[src/rtl/serial_adder_seq_pkg.sv]
// Shared arithmetic-group package: sequencer state encoding and width limits.
package arith_pkg;

  localparam int unsigned WIDTH_MAX = 32;

  typedef enum logic [1:0] {
    IDLE = 2'd0,
    RUN  = 2'd1,
    DONE = 2'd2
  } state_t;

endpackage

[src/rtl/serial_adder_seq_if.sv]
// Operand/result bundle for serial_adder_seq.
// Optional macro SERIAL_ADDER_OVF_EN adds the ovf (signed overflow) signal.
interface serial_adder_seq_if #(
  parameter int unsigned WIDTH = 8
);
  logic             start;
  logic [WIDTH-1:0] a;
  logic [WIDTH-1:0] b;
  logic             cin;
  logic             busy;
  logic             done;
  logic [WIDTH-1:0] sum;
  logic             cout;
`ifdef SERIAL_ADDER_OVF_EN
  logic             ovf;

  modport master (output start, a, b, cin, input busy, done, sum, cout, ovf);
  modport slave  (input start, a, b, cin, output busy, done, sum, cout, ovf);
`else
  modport master (output start, a, b, cin, input busy, done, sum, cout);
  modport slave  (input start, a, b, cin, output busy, done, sum, cout);
`endif
endinterface

[src/rtl/serial_adder_seq_full_adder.sv]
// One-bit full adder cell built from gate primitives.
module FULL_ADDER (
  input  logic in0,
  input  logic in1,
  input  logic in2,
  output logic sum,
  output logic carry
);
  logic w_x;
  logic w_g;
  logic w_p;

  xor u_x0 (w_x, in0, in1);
  xor u_x1 (sum, w_x, in2);
  and u_a0 (w_g, in0, in1);
  and u_a1 (w_p, w_x, in2);
  or  u_o0 (carry, w_g, w_p);
endmodule

[src/rtl/serial_adder_seq.sv]
// Bit-serial adder sequencer: one FULL_ADDER stepped LSB-first, one bit per
// clock, result registered with a single-cycle done pulse.
// Optional macro SERIAL_ADDER_OVF_EN adds a registered signed-overflow flag.
module serial_adder_seq
  import arith_pkg::*;
#(
  parameter int unsigned WIDTH = 8
) (
  input  logic              clk,
  input  logic              rst_n,
  serial_adder_seq_if.slave bus
);

  localparam int unsigned CNT_W = $clog2(WIDTH);

  if (WIDTH < 2 || WIDTH > WIDTH_MAX) begin : g_bad_width
    $error("serial_adder_seq: WIDTH out of range 2..WIDTH_MAX");
  end

  state_t             r_state;
  state_t             w_state_nxt;
  logic [WIDTH-1:0]   r_a_sh;
  logic [WIDTH-1:0]   r_b_sh;
  // Holds only the upper WIDTH-1 result bits; the final sum bit is merged
  // in combinationally on the last step, so no dead LSB flop exists.
  logic [WIDTH-2:0]   r_acc;
  logic               r_carry;
  logic [CNT_W-1:0]   r_cnt;
  logic [WIDTH-1:0]   r_sum;
  logic               r_cout;
  logic               w_fa_sum;
  logic               w_fa_carry;
  logic [WIDTH-1:0]   w_acc_nxt;
  logic               w_last;
  logic               w_accept;
  logic               w_busy;
  logic               w_done;

  FULL_ADDER u_fa (
    .in0   (r_a_sh[0]),
    .in1   (r_b_sh[0]),
    .in2   (r_carry),
    .sum   (w_fa_sum),
    .carry (w_fa_carry)
  );

  assign w_acc_nxt = {w_fa_sum, r_acc};
  assign w_last    = (r_cnt == CNT_W'(WIDTH - 1));
  assign w_accept  = bus.start && ((r_state == IDLE) || (r_state == DONE));

  // Sequencer state register.
  always_ff @(posedge clk or negedge rst_n) begin
    if (!rst_n) r_state <= IDLE;
    else        r_state <= w_state_nxt;
  end

  // Next-state and status outputs.
  always_comb begin
    w_state_nxt = r_state;
    w_busy      = 1'b0;
    w_done      = 1'b0;
    case (r_state)
      IDLE: if (bus.start) w_state_nxt = RUN;
      RUN: begin
        w_busy = 1'b1;
        if (w_last) w_state_nxt = DONE;
      end
      DONE: begin
        w_done      = 1'b1;
        w_state_nxt = bus.start ? RUN : IDLE;
      end
      default: w_state_nxt = IDLE;
    endcase
  end

  // Operand capture, bit stepping and result registers.
  always_ff @(posedge clk or negedge rst_n) begin
    if (!rst_n) begin
      r_a_sh  <= '0;
      r_b_sh  <= '0;
      r_acc   <= '0;
      r_carry <= 1'b0;
      r_cnt   <= '0;
      r_sum   <= '0;
      r_cout  <= 1'b0;
    end else if (w_accept) begin
      r_a_sh  <= bus.a;
      r_b_sh  <= bus.b;
      r_acc   <= '0;
      r_carry <= bus.cin;
      r_cnt   <= '0;
    end else if (r_state == RUN) begin
      r_a_sh  <= r_a_sh >> 1;
      r_b_sh  <= r_b_sh >> 1;
      r_acc   <= w_acc_nxt[WIDTH-1:1];
      r_carry <= w_fa_carry;
      r_cnt   <= r_cnt + 1'b1;
      if (w_last) begin
        r_sum  <= w_acc_nxt;
        r_cout <= w_fa_carry;
      end
    end
  end

`ifdef SERIAL_ADDER_OVF_EN
  logic r_c_msb;
  logic r_ovf;

  // Carry into the MSB is captured on the WIDTH-2 step; overflow is its XOR
  // with the carry out of the MSB, registered with the result.
  always_ff @(posedge clk or negedge rst_n) begin
    if (!rst_n) begin
      r_c_msb <= 1'b0;
      r_ovf   <= 1'b0;
    end else if (r_state == RUN && !w_accept) begin
      if (r_cnt == CNT_W'(WIDTH - 2)) r_c_msb <= w_fa_carry;
      if (w_last)                     r_ovf   <= r_c_msb ^ w_fa_carry;
    end
  end

  assign bus.ovf = r_ovf;
`endif

  assign bus.busy = w_busy;
  assign bus.done = w_done;
  assign bus.sum  = r_sum;
  assign bus.cout = r_cout;

endmodule
[src/flat_wrapper.sv]
// flat-port wrapper written by rule: the top's interface ports become plain ports
module serial_adder_seq_flat import arith_pkg::*;
#(
  parameter int unsigned WIDTH = 8
)
  (clk, rst_n, bus_start, bus_a, bus_b, bus_cin, bus_busy, bus_done, bus_sum, bus_cout);
  serial_adder_seq_if #(.WIDTH(WIDTH)) bus_i ();
  input  logic clk;
  input  logic rst_n;
  input wire logic [$bits(bus_i.start)-1:0] bus_start;
  input wire logic [$bits(bus_i.a)-1:0] bus_a;
  input wire logic [$bits(bus_i.b)-1:0] bus_b;
  input wire logic [$bits(bus_i.cin)-1:0] bus_cin;
  output wire logic [$bits(bus_i.busy)-1:0] bus_busy;
  output wire logic [$bits(bus_i.done)-1:0] bus_done;
  output wire logic [$bits(bus_i.sum)-1:0] bus_sum;
  output wire logic [$bits(bus_i.cout)-1:0] bus_cout;
  assign bus_i.start = bus_start;
  assign bus_i.a = bus_a;
  assign bus_i.b = bus_b;
  assign bus_i.cin = bus_cin;
  assign bus_busy = bus_i.busy;
  assign bus_done = bus_i.done;
  assign bus_sum = bus_i.sum;
  assign bus_cout = bus_i.cout;
  serial_adder_seq #(.WIDTH(WIDTH)) u_core (.clk(clk), .rst_n(rst_n), .bus(bus_i));
endmodule
[config.mk]
export PLATFORM = sky130hd
export DESIGN_NAME = serial_adder_seq_flat
export DESIGN_NICKNAME = d
export VERILOG_FILES = /design/src/rtl/serial_adder_seq_pkg.sv /design/src/rtl/serial_adder_seq_if.sv /design/src/rtl/serial_adder_seq_full_adder.sv /design/src/rtl/serial_adder_seq.sv /design/src/flat_wrapper.sv
export SDC_FILE = /design/constraint.sdc
export NUM_CORES = 1
export LEC_CHECK = 0
export CORE_UTILIZATION = 55
export CTS_CLUSTER_DIAMETER = 120
export CTS_CLUSTER_SIZE = 28
export DETAILED_ROUTE_END_ITERATION = 7
export PLACE_DENSITY = 0.8
export SLEW_MARGIN = 10
export SYNTH_ARGS = -nofsm -noshare
export SYNTH_HDL_FRONTEND = slang
export SYNTH_SLANG_ARGS = --single-unit
[constraint.sdc]
create_clock -name clk -period 3.6 [get_ports clk]
set_input_delay 0.72 -clock clk [delete_from_list [all_inputs] [get_ports clk]]
set_output_delay 0.72 -clock clk [all_outputs]
set_load 0.005 [all_outputs]
* After elaboration in Yosys (flattened, before gate mapping)
Index checks and enable logic that the tools add are counted.
** Word-level totals
- Word-level logic and storage cells :: 42
- Memories kept :: 0
- Input bits :: 20
- Bits in latches :: 0
- Register bits after elaboration :: 38
- Bits in read-only memories :: 0
- Memory bits (writable) :: 0
** Operators by class
- Magnitude comparators :: 0
- $mul :: 0
- Eq/ne operators :: 5
- Shift-type cells :: 0
- Add/subtract/negate cells :: 1
- Reduce and logical (&&, ||, !) cells :: 6
- Bitwise gates (word level) :: 6
- Mux-type cells :: 16
- Divide/modulo/power cells :: 0
** Operators by type and width (number)
- 8-bit two-way mux :: 4
- 7-bit two-way mux :: 2
- 3-bit two-way mux :: 2
- 2-bit case mux with 3 select lines :: 1
- 1-bit two-way mux :: 5
- 2-bit two-way mux :: 2
- 3-bit by 1-bit adder with 3-bit output, second input constant :: 1
- 3-bit equality test, second input constant :: 1
- 3-bit AND reduction :: 1
- 1-bit bitwise AND :: 2
- 2-bit by 1-bit equality test with 1-bit output, second input constant :: 1
- 2-bit equality test, second input constant :: 1
- 2-bit zero test :: 1
- 2-bit by 1-bit != test with 1-bit output, second input constant :: 1
- 2-bit != test, second input constant :: 1
- 2-bit AND reduction :: 1
- 2-bit nonzero test :: 1
- 1-bit bitwise XOR :: 2
- 1-bit logical AND :: 1
- 1-bit logical OR :: 1
- 1-bit NOT :: 1
- 1-bit bitwise OR :: 1

* Logic depth before layout (Yosys ltp)
- Word-level depth :: 5
- Depth in mapped cells :: 5
- Mapped depth without buffers :: 4

* Hierarchy
From an unflattened synthesis, not the netlist that was laid out.
** Second synthesis, totals
- Cells, all modules :: 138
- Area, all modules :: 1961.9 um^2
** By module, submodules not included
- serial_adder_seq :: times used 1, seq. area each 950.9 um^2, cells an instance 137, area each 1941.9 um^2
- FULL_ADDER :: times used 1, seq. area each 0.0 um^2, cells an instance 1, area each 20.0 um^2

* Least setup slack after synthesis
OpenSTA, ideal clock, no wires.
- Kind :: register to output
- From :: reg u_core.r_state[1]
- To :: out bus_done
- Slack :: 2136 ps
- Data arrival time :: 744 ps
- Data required time :: 2880 ps
- Cell stages (with the launch flop) :: 4
- Cell sequence :: dfrtp_1 buf_6 buf_6 nor2b_1
** Between the ends
- Word-level cells in the longest chain between the ends :: 2
** Ends and longest elaborated chain
- start, declared :: line serial_adder_seq.sv:20 : state_t r_state;
- start signal, assigned :: line serial_adder_seq.sv:54 : else r_state <= w_state_nxt;
- 2-bit equality test :: line serial_adder_seq.sv:62 : case (r_state)
- 1-bit two-way mux :: line serial_adder_seq.sv:62
- end, declared :: line flat_wrapper.sv:15 : output wire logic [$bits(bus_i.done)-1:0] bus_done;
Every way passes these cells.

* Final worst setup path
- From :: reg u_core.r_state[0]
- To :: out bus_busy
** Between the ends
- Word-level cells in the longest chain between the ends :: 2
** Ends and longest elaborated chain
- 2-bit by 1-bit equality test with 1-bit output :: line serial_adder_seq.sv:62
- 1-bit two-way mux :: line serial_adder_seq.sv:62
- end, declared :: line flat_wrapper.sv:14 : output wire logic [$bits(bus_i.busy)-1:0] bus_busy;
Every way passes these cells.

==> run_results.csv <==
group,metric,value,unit
floorplanning,ioPinCount,31,
setup_path,cp.depth,3,
layout,regArea,951,um^2
route,firstDrtPassIters,4,
sta,setup_tns,0,ns
setup_path,critical_path.endpoint,"bus_busy",
layout,multiInputGateArea,723,um^2
synthesis,synthDistinctLibCells,26,
route,vias,1151,
route,avgViaCountPerCell,5.40,
floorplanning,initial_core_util,58.2,%
sta,fin_worst_skew,0.0112,ns
setup_path,path_buf_inv,2,
floorplanning,die_area,3490,um^2
sta,hold_viol_final,0,
sta,rsz0062_at_grt,"false",
setup_path,cp_max_fo,22,
sta,setup_viol,0,
synthesis,ys.warnings.count,0,
sta,period_minus_slack,2.74,ns
route,wl,2.97,mm
setup_path,slowest_stage,"dfrtp_1",
run_status,outcome,"complete, no violations",
synthesis,synth-seq-cells,38,
layout,antennaDiodeCount,0,
place,placedCellCount,205,
floorplanning,fp.dieW,59.1,um
floorplanning,die_h,59.1,um
setup_path,ff2ff_path_depth,4,
route,drtIter0Drc,42,
setup_path,critPathLaunchType,"flop",
sta,worst_slew_margin_rel,45.7,%
clock_tree,cts_buffers,5,
layout,final_layout_size_suffix_gt1_share,20.1,%
setup_path,reg2reg_from,"u_core.r_state[0]",
flow_run,cap_violations,0,
setup_path,max_stage_delay,0.81,ns
layout,syn_to_final_growth,19.9,%
global_route,grt_pass1_vias,1203,
place,io_buffers,30,
setup_path,critPathTopFamily,"flip-flops",
global_route,grt_pass1_wl,5.13,mm
floorplanning,fp-row-count,20,
synthesis,synth_area,1790,um^2
synthesis,syn-num-nets,161,
power_and_ir_drop,p_leak,0.986,nW
setup_path,r2r_slack,1.74,ns
clock_tree,clkSlewWorstSetupHoldPaths,0.11,ns
sta,finalWorstSetupSlack,0.860,ns
clock_tree,cts_tree,"done",
clock_tree,clockBufferDepth,2,
layout,post-route-util,69.8,%
clock_tree,cts.sinks,38,
synthesis,yosysSeqAreaShare,53.1,%
place,hpwl,2.09,mm
setup_path,crit_type,"reg -> out",
layout,fillers,238,
power_and_ir_drop,p_per_area,798,nW/um^2
setup_path,r2r-end,"u_core.r_a_sh[7]",
clock_tree,cts_root_buf,"clkbuf_4",
route,drc,0,
synthesis,avgSynthCellArea,13.0,um^2
setup_path,crit_start,"u_core.r_state[0]",
route,antenna_left,0,
synthesis,syn_inst,138,
global_route,antenna_found_initial,0,
sta,max_freq,0.365,GHz
setup_path,end_kind,"primary output",
clock_tree,holdBufCountCts,0,
sta,fin_crit_sh,76.1,%
power_and_ir_drop,ir_drop,0.380,mV
setup_path,cp.required,2.88,ns
layout,final_cells,213,
setup_path,critPathArrivalTime,2.02,ns
floorplanning,core_region_area,3080,um^2
sta,worstMarginPinSlew,0.815,ns
sta,drv_slew,0,
global_route,grt_start_max_net_pins,39,
place,routabilityCongestion,0.717,
global_route,gr-total-overflow,0,
clock_tree,cts_resized,0,
place,pre_cts_ws,1.13,ns
global_route,grt_use_total,19.9,%
setup_path,path_cells,"nand2b_4 -> inv_4 -> clkdlybuf4s50_1",
hold_path,hold_class,"in -> async",
layout,final_nets,191,
clock_tree,h-tree-depth,2,
clock_tree,cts_setup_buffers,0,
clock_tree,insertion_delay,0.33,ns
route,post_drt_wl_per_cell,13.9,um
==> report_power, final <==
group          internal, W  switching, W
registers         0.000615      0.000162
clock network    0.0000947      0.000127
logic             0.000420      0.000296
==> layout by cell type (no fill, tap or decap) <==
cell type	count
mux2_2	2
mux2_4	9
clkdlybuf4s50_1	29
ha_1	2
buf_2	1
nand2b_1	1
a21oi_2	10
nand2b_4	1
inv_4	1
inv_1	12
buf_4	1
clkinv_2	1
a22o_1	12
clkbuf_8	1
xnor2_1	1
o22ai_1	12
mux2i_1	3
clkbuf_1	1
o21ai_1	1
nand2_8	1
a21oi_1	5
fa_1	1
dfrtp_1	38
nor2b_1	5
nor2_1	1
clkbuf_4	5
a211oi_1	3
a21o_1	1
inv_2	1
mux2_1	7
==> how the worst min path moves through the flow <==
stage / from / end / slack [ns] / depth (start not counted)
2_1_floorplan: rst_n / u_core.bus.cout / 0.42 / 0
3_3_place_gp: u_core.r_b_sh[7] / u_core.r_b_sh[7] / 0.49 / 1
3_5_place_dp: u_core.r_b_sh[7] / u_core.r_b_sh[7] / 0.48 / 1
4_1_cts: rst_n / u_core.bus.sum[6] / 0.48 / 1
5_1_grt: rst_n / u_core.bus.sum[6] / 0.51 / 1
6_report: rst_n / u_core.r_cnt[1] / 0.47 / 1
==> logic make-up (layout without fill, tap and decap cells) <==
logic type               after synthesis  after routing  synth area share [%]
AO/OA/AOI/OAI                         44             44                  18.3
XOR/XNOR                               1              1                 0.489
adder cells (fa/ha/maj)                3              3                  2.52
buffers and inverters                 22             53                  6.50
flip-flops                            38             38                  53.1
multiplexers                          21             21                  14.9
AND/OR/NAND/NOR                        9              9                  4.19
==> metrics by stage <==
step | total power, W | area [um^2] | hold slack, ns
after detailed placement | 0.00151 | 2090 | 0.484
after global routing | 0.00185 | 2150 | 0.509
after CTS | 0.00173 | 2150 | 0.485
final | 0.00171 | 2150 | 0.470
after global placement | 0.00146 | 2090 | 0.486
after floorplan | 0.00129 | 1790 | 0.424
==> state kept, by name, summed over array words and instances (netlist names) <==
name	cells
u_core.bus.cout	1
u_core.bus.sum	8
u_core.r_a_sh	8
u_core.r_acc	7
u_core.r_b_sh	8
u_core.r_carry	1
u_core.r_cnt	3
u_core.r_state	2
==> Yosys cell counts <==
| library cell | count | area share, % |
|---|---|---|
| nand2_8 | 1 | 1.1 |
| inv_1 | 12 | 2.5 |
| nor2_1 | 1 | 0.21 |
| inv_4 | 1 | 0.35 |
| dfrtp_1 | 38 | 53 |
| a22o_1 | 12 | 5.9 |
| nor2b_1 | 5 | 1.7 |
| xnor2_1 | 1 | 0.49 |
| mux2i_1 | 3 | 1.7 |
| buf_4 | 1 | 0.42 |
| a21oi_1 | 5 | 1.4 |
| nand2b_4 | 1 | 0.77 |
| nand2b_1 | 1 | 0.35 |
| fa_1 | 1 | 1.1 |
| a21o_1 | 1 | 0.42 |
| mux2_2 | 2 | 1.3 |
| mux2_4 | 9 | 7.5 |
| buf_6 | 3 | 1.9 |
| ha_1 | 2 | 1.4 |
| buf_2 | 4 | 1.1 |
| o22ai_1 | 12 | 4.2 |
| mux2_1 | 7 | 4.4 |
| a21oi_2 | 10 | 4.9 |
| inv_2 | 1 | 0.21 |
| a211oi_1 | 3 | 1.3 |
| o21ai_1 | 1 | 0.28 |
==> routing by layer <==
layer / GRT usage, % / vias up / routed length, um
met3: 4.59 / 5 / 109
met2: 34.9 / 25 / 1490
li1: - / 558 / -
met1: 23.0 / 563 / 1310
met4: 9.52 / 0 / 51
met5: 0 / - / 0
==> cell type report <==
| cell class | count | area share (%) |
|---|---|---|
| flip-flops and latches | 38 | 44.3 |
| inverters | 14 | 2.56 |
| clock buffers | 7 | 2.56 |
| repair buffers | 31 | 14.1 |
| clock inverters | 1 | 0.233 |
| well taps | 44 | 2.56 |
| multi-input cells | 78 | 33.7 |
(Power assumes the default switching activity.)
